### src/rtl/lsu_pkg.sv
// Shared types and encodings for the load/store unit: FSM states,
// RV32I width codes and response error codes.
package lsu_pkg;

    typedef enum logic [2:0] {
        IDLE  = 3'd0,
        LOAD  = 3'd1,
        READ  = 3'd2,
        WRITE = 3'd3,
        RESP  = 3'd4
    } lsu_state_t;

    localparam logic [2:0] F3_B  = 3'b000;
    localparam logic [2:0] F3_H  = 3'b001;
    localparam logic [2:0] F3_W  = 3'b010;
    localparam logic [2:0] F3_BU = 3'b100;
    localparam logic [2:0] F3_HU = 3'b101;

    localparam logic [1:0] ERR_NONE     = 2'd0;
    localparam logic [1:0] ERR_MISALIGN = 2'd1;
    localparam logic [1:0] ERR_RANGE    = 2'd2;
    localparam logic [1:0] ERR_ILLEGAL  = 2'd3;

endpackage

### src/rtl/lsu_align.sv
// Lane steering: extracts/extends the addressed load lane and merges a
// byte/half store lane into a full memory word. Purely combinational.
module lsu_align
    import lsu_pkg::*;
(
    input  logic [2:0]  funct3,
    input  logic [1:0]  addr,
    input  logic [31:0] rdata,
    input  logic [31:0] wdata,
    output logic [31:0] load_val,
    output logic [31:0] store_word
);

    logic [7:0]  byte_v;
    logic [15:0] half_v;

    always_comb begin
        byte_v = rdata[{addr, 3'b000} +: 8];
        half_v = addr[1] ? rdata[31:16] : rdata[15:0];

        case (funct3)
            F3_B:    load_val = {{24{byte_v[7]}}, byte_v};
            F3_BU:   load_val = {24'h0, byte_v};
            F3_H:    load_val = {{16{half_v[15]}}, half_v};
            F3_HU:   load_val = {16'h0, half_v};
            F3_W:    load_val = rdata;
            default: load_val = 32'h0;
        endcase

        // Sub-word stores keep every byte of rdata except the target lane.
        store_word = rdata;
        case (funct3[1:0])
            2'b00:   store_word[{addr, 3'b000} +: 8]     = wdata[7:0];
            2'b01:   store_word[{addr[1], 4'b0000} +: 16] = wdata[15:0];
            default: store_word = wdata;
        endcase
    end

endmodule

### src/rtl/load_store_unit.sv
// Byte/half/word load-store front end for a word-wide memory with
// combinational read; sub-word stores use read-modify-write.
module load_store_unit
    import lsu_pkg::*;
#(
    parameter int WORDS = 64
) (
    input  logic        clk,
    input  logic        rst,
    input  logic        req_valid,
    output logic        req_ready,
    input  logic        req_we,
    input  logic [2:0]  req_funct3,
    input  logic [31:0] req_addr,
    input  logic [31:0] req_wdata,
    output logic        rsp_valid,
    output logic [31:0] rsp_rdata,
    output logic [1:0]  rsp_err,
    output logic [31:0] mem_addr,
    output logic [31:0] mem_wdata,
    output logic        mem_we,
    input  logic [31:0] mem_rdata
);

    localparam logic [31:0] BYTE_LIMIT = 32'(WORDS * 4);

    lsu_state_t  state;
    logic        we_q;
    logic [2:0]  f3_q;
    logic [31:0] addr_q;
    logic [31:0] wdata_q;
    logic [31:0] merge_q;

    logic        accept;
    logic        f3_legal;
    logic        misalign;
    logic        out_of_range;
    logic [1:0]  req_err;
    logic [31:0] align_rdata;
    logic [31:0] load_val;
    logic [31:0] store_word;

    assign req_ready = (state == IDLE);
    assign accept    = req_valid && req_ready;

    always_comb begin
        f3_legal = 1'b0;
        case (req_funct3)
            F3_B, F3_H, F3_W: f3_legal = 1'b1;
            F3_BU, F3_HU:     f3_legal = !req_we;
            default:          f3_legal = 1'b0;
        endcase
        misalign     = ((req_funct3[1:0] == 2'b01) && req_addr[0]) ||
                       ((req_funct3[1:0] == 2'b10) && (req_addr[1:0] != 2'b00));
        out_of_range = (req_addr >= BYTE_LIMIT);
        if (!f3_legal)
            req_err = ERR_ILLEGAL;
        else if (misalign)
            req_err = ERR_MISALIGN;
        else if (out_of_range)
            req_err = ERR_RANGE;
        else
            req_err = ERR_NONE;
    end

    // Loads extend straight from memory; stores merge over the captured word.
    assign align_rdata = (state == LOAD) ? mem_rdata : merge_q;

    lsu_align u_align (
        .funct3     (f3_q),
        .addr       (addr_q[1:0]),
        .rdata      (align_rdata),
        .wdata      (wdata_q),
        .load_val   (load_val),
        .store_word (store_word)
    );

    assign mem_addr  = (state == LOAD || state == READ || state == WRITE)
                       ? {2'b00, addr_q[31:2]} : 32'h0;
    assign mem_we    = (state == WRITE) && !rst;
    assign mem_wdata = (state == WRITE) ? store_word : 32'h0;

    always_ff @(posedge clk) begin
        if (rst) begin
            state     <= IDLE;
            we_q      <= 1'b0;
            f3_q      <= 3'b000;
            addr_q    <= 32'h0;
            wdata_q   <= 32'h0;
            merge_q   <= 32'h0;
            rsp_valid <= 1'b0;
            rsp_rdata <= 32'h0;
            rsp_err   <= ERR_NONE;
        end else begin
            rsp_valid <= 1'b0;
            case (state)
                IDLE: begin
                    if (accept) begin
                        we_q    <= req_we;
                        f3_q    <= req_funct3;
                        addr_q  <= req_addr;
                        wdata_q <= req_wdata;
                        if (req_err != ERR_NONE) begin
                            rsp_err   <= req_err;
                            rsp_rdata <= 32'h0;
                            rsp_valid <= 1'b1;
                            state     <= RESP;
                        end else if (!req_we)
                            state <= LOAD;
                        else if (req_funct3 == F3_W)
                            state <= WRITE;
                        else
                            state <= READ;
                    end
                end
                LOAD: begin
                    rsp_rdata <= load_val;
                    rsp_err   <= ERR_NONE;
                    rsp_valid <= 1'b1;
                    state     <= RESP;
                end
                READ: begin
                    merge_q <= mem_rdata;
                    state   <= WRITE;
                end
                WRITE: begin
                    rsp_rdata <= 32'h0;
                    rsp_err   <= ERR_NONE;
                    rsp_valid <= 1'b1;
                    state     <= RESP;
                end
                RESP:    state <= IDLE;
                default: state <= IDLE;
            endcase
        end
    end

    // we_q is kept for debug visibility of the accepted request direction.
    logic unused_we;
    assign unused_we = we_q;

endmodule

### config.mk
export PLATFORM = sky130hd
export DESIGN_NAME = load_store_unit
export DESIGN_NICKNAME = d
export VERILOG_FILES = /design/src/rtl/lsu_pkg.sv /design/src/rtl/lsu_align.sv /design/src/rtl/load_store_unit.sv
export SDC_FILE = /design/constraint.sdc
export NUM_CORES = 1
export LEC_CHECK = 0
export CAP_MARGIN = 20
export CORE_UTILIZATION = 34
export CTS_BUF_LIST = sky130_fd_sc_hd__clkbuf_4 sky130_fd_sc_hd__clkbuf_8
export CTS_CLUSTER_DIAMETER = 100
export DETAILED_ROUTE_END_ITERATION = 16
export GPL_TIMING_DRIVEN = 0
export HOLD_SLACK_MARGIN = 0.15
export MAX_ROUTING_LAYER = met4
export SYNTH_ARGS = -nofsm -noshare
export SYNTH_HDL_FRONTEND = slang
export SYNTH_SLANG_ARGS = --single-unit
### constraint.sdc
create_clock -name clk -period 2.9 [get_ports clk]
set_clock_uncertainty 0.05 [all_clocks]
set_input_delay 0.725 -clock clk [delete_from_list [all_inputs] [get_ports clk]]
set_output_delay 0.725 -clock clk [all_outputs]
set_load 0.05 [all_outputs]
==> summary.md <==
| Metric | Value |
|---|---|
| Cells after Synth | 953 |
| Row count | 52 |
| Core box area | 20400 sq um |
| CTS tree | done |
| CP Depth | 9 |
| Failing checks | setup timing |
| Min Hold Slack | 0.403 ns |
| DRT iter0 DRCs | 548 |
| IO Count | 204 |
| Worst EP required | 2.12 ns |
| CP Capture Type | output pin |
| Gr usage total | 26.9% |
| Synth Flop Type | dfxtp_1 |
| Reg area | 2750 sq um |
| H-tree levels | 4 |
| Crit path max fanout | 7 |
| Residual DRC | 0 |
| Port Buffer Count | 201 |
| Die X | 147 um |
| Pre-antenna DRT Iters | 5 |
| R2r setup slk | 0.50 ns |
| RSZ-0062 raised after global routing | true |
| PwrDens | 385 nW/um^2 |
| Async SR Flop Fraction | 0% |
| Hold Vio Cnt, Final | 0 |
| CP startpoint | addr_q[0] |
| Most frequent cells in the layout | nand2_1 (227), clkdlybuf4s50_1 (136), dfxtp_1 (133), a21oi_1 (116), nor2_1 (52) |
| Global-route wire length before repair | 43200 um |
| Layout Utilization | 54.7% |
| Clock transition at path regs | 0.08 ns |
| Vias in the first global route | 7708 |
| Critical path class | reg2out |
| Initial core utilization | 35.1% |
| Hold WC Path Type | reg2reg |
| Arr. time, crit path | 2.48 ns |
| Slew @ Worst Pin | 1.11 ns |
| Leak | 3.88 nW |
| GPL Wtd Cong | 0.867 |
| WL final | 28300 um |
| Synth warn | 0 |
| Post-Syn Area per Cell | 7.51 sq um |
| Layout cells sized above 1 | 24.5% |
| Dpl ws | -0.988 ns |
| Max Slew Vio Count | 0 |
| Startpoint types | register |
| FF+latch count, synth | 137 |
| Final cell count without fillers | 1487 |
| Post-Syn Area | 7160 sq um |
| Critical path's largest stage delay | 0.35 ns |
| CP max-delay cell | dfxtp_2 |
| Vias per cell | 5.34 |
| Final net count | 1314 |
| Clock sinks | 137 |
| CP delay by family, top | buffers and inverters |
| Clock Path Buffers | 2 |
| Final Critical Period | 3.26 ns |
| Worst r2r src | f3_q[0] |
| Period utilisation layout | 112% |
| Hold Buf Count CTS | 0 |
| Num CTS Buffers | 17 |
| Status | finished, violations left |
| Cell variety after synth | 54 |
| Commonest non-fill, non-tap cell in the layout | nand2_1 |
| Worst-Skew Late Latency | 0.45 ns |
| WHS Path Cells | 2 |
| Slew HR | 25.7% |
| Vias | 7945 |
| Initial antenna violation count | 0 |
| Largest net degree at the start of global routing | 17 |
| Diodes inserted | 0 |
| Placed Cells | 1425 |
| # setup viols final | 32 |
| Die Y | 147 um |
| Fill cells | 1967 |
| Area of the multi-input gates | 4930 sq um |
| Routed len/inst | 19.0 um |
| Buf/Inv on CP | 5 |
| Worst-path cell chain | buf_8, clkinvlp_4, ha_4, nor4bb_1, buf_4, buf_4, a211oi_2, a211oi_4, buf_6 |
| Max Cap Viol | 0 |
| Clock root buffer | clkbuf_8 |
| Area delta synth->final | 56.0% |
| Crit-path most repeated cell | buf_4 |
| Reg2reg path depth | 7 |
| Crit Reg-Reg Endpoint | rsp_rdata[22] |
| Number of enable flip-flop cells after synthesis | 0 |
| Max Clock Freq | 307 MHz |
| Max IR drop VDD | 0.298 mV |
| Register area share after synthesis | 38.3% |
| Die area | 21600 sq um |
| Critical Path End | mem_wdata[2] |
| DP HPWL | 20800 um |
| Post-route ant nets | 0 |
| Fin worst setup slack | -0.357 ns |
| Global route overflow | 0 |
[synth_stat cells, drive strengths merged (2+ instances only)]
cell type | n | area share, %
o21ai | 60 | 4.2
mux2i | 36 | 5.0
a22oi | 15 | 1.6
o2bb2ai | 25 | 3.1
ha | 5 | 0.87
or3b | 2 | 0.28
buf | 20 | 2.0
mux2 | 9 | 1.5
nor4bb | 3 | 0.42
a31oi | 2 | 0.17
a211oi | 28 | 2.9
nor2b | 4 | 0.35
a22o | 14 | 1.7
nor3 | 12 | 0.84
nand2 | 235 | 12
nor2 | 62 | 3.2
nand3 | 9 | 0.63
or2 | 2 | 0.17
clkbuf | 59 | 3.1
and3 | 2 | 0.17
a221oi | 3 | 0.37
nor4 | 10 | 1.1
o211ai | 2 | 0.21
dfxtp | 137 | 38
o22ai | 5 | 0.63
inv | 7 | 0.37
a311oi | 2 | 0.24
a2bb2oi | 7 | 0.86
and2 | 31 | 2.7
a21oi | 133 | 9.3
[registers in the layout (all words and copies together) (netlist names)]
name / cells
addr_q: 32
rsp_err: 2
wdata_q: 32
rsp_rdata: 32
f3_q: 3
merge_q: 32
state: 3
rsp_valid: 1
[worst min-delay path: stages, from the launching register on]
cell,delay (ns)
dfxtp_1,0.31
nand2_1,0.05
a21oi_1,0.05
[how the worst min path moves through the flow]
stage | slack, ns | start | endpoint
3_3_place_gp | 0.39 | addr_q[18] | addr_q[18]
4_1_cts | 0.40 | addr_q[29] | addr_q[29]
6_report | 0.40 | addr_q[10] | addr_q[10]
5_1_grt | 0.42 | addr_q[26] | addr_q[26]
2_1_floorplan | 0.38 | addr_q[10] | addr_q[10]
3_5_place_dp | 0.39 | addr_q[10] | addr_q[10]
[what timing repair did]
action	4_1_cts	5_1_grt
pin swaps	23	19
resized for setup	470	93
setup buffers	26	9
endpoints found under the setup margin	89	78
cloned	0	0
[per-layer routing]
metal / global-route usage, % / share of wire (%)
met1: 33.4 / 42
met2: 43.0 / 48
met3: 6.61 / 7.2
met4: 7.89 / 2.3
met5: - / 0
[layout make-up]
type	count	area share (%)
inverters	8	0.415
multi-input cells	730	44.2
repair buffers	236	19.7
clock buffers	20	2.41
well taps	270	3.02
plain buffers	76	4.58
clock inverters	10	1.08
flip-flops and latches	137	24.6
[power breakdown]
group | switching, mW | internal (mW)
sequential | 0.0538 | 1.94
clock | 0.792 | 0.814
combinational | 0.391 | 0.310
total | 1.24 | 3.06
[stage by stage]
step	power, mW	area [sq um]	TNS, ns
after global placement	2.62	9900	-51.87
final	4.30	11200	-8.38
after CTS	4.28	11100	-8.21
after global routing	4.46	11200	-11.31
after detailed placement	2.63	9900	-50.96
after floorplan	2.33	7550	-0.0277
[cell families (layout without fill, tap and decap cells)]
family	after synthesis	after routing	share of synthesized area (%)
compound gates	301	301	25.9
fa+ha+maj	5	5	0.874
buf+inv	87	350	5.52
flops	137	137	38.3
mux	45	45	6.50
other cells	1	2	0.0524
simple gates	377	377	22.8
Power figures use the tool's default switching activity.
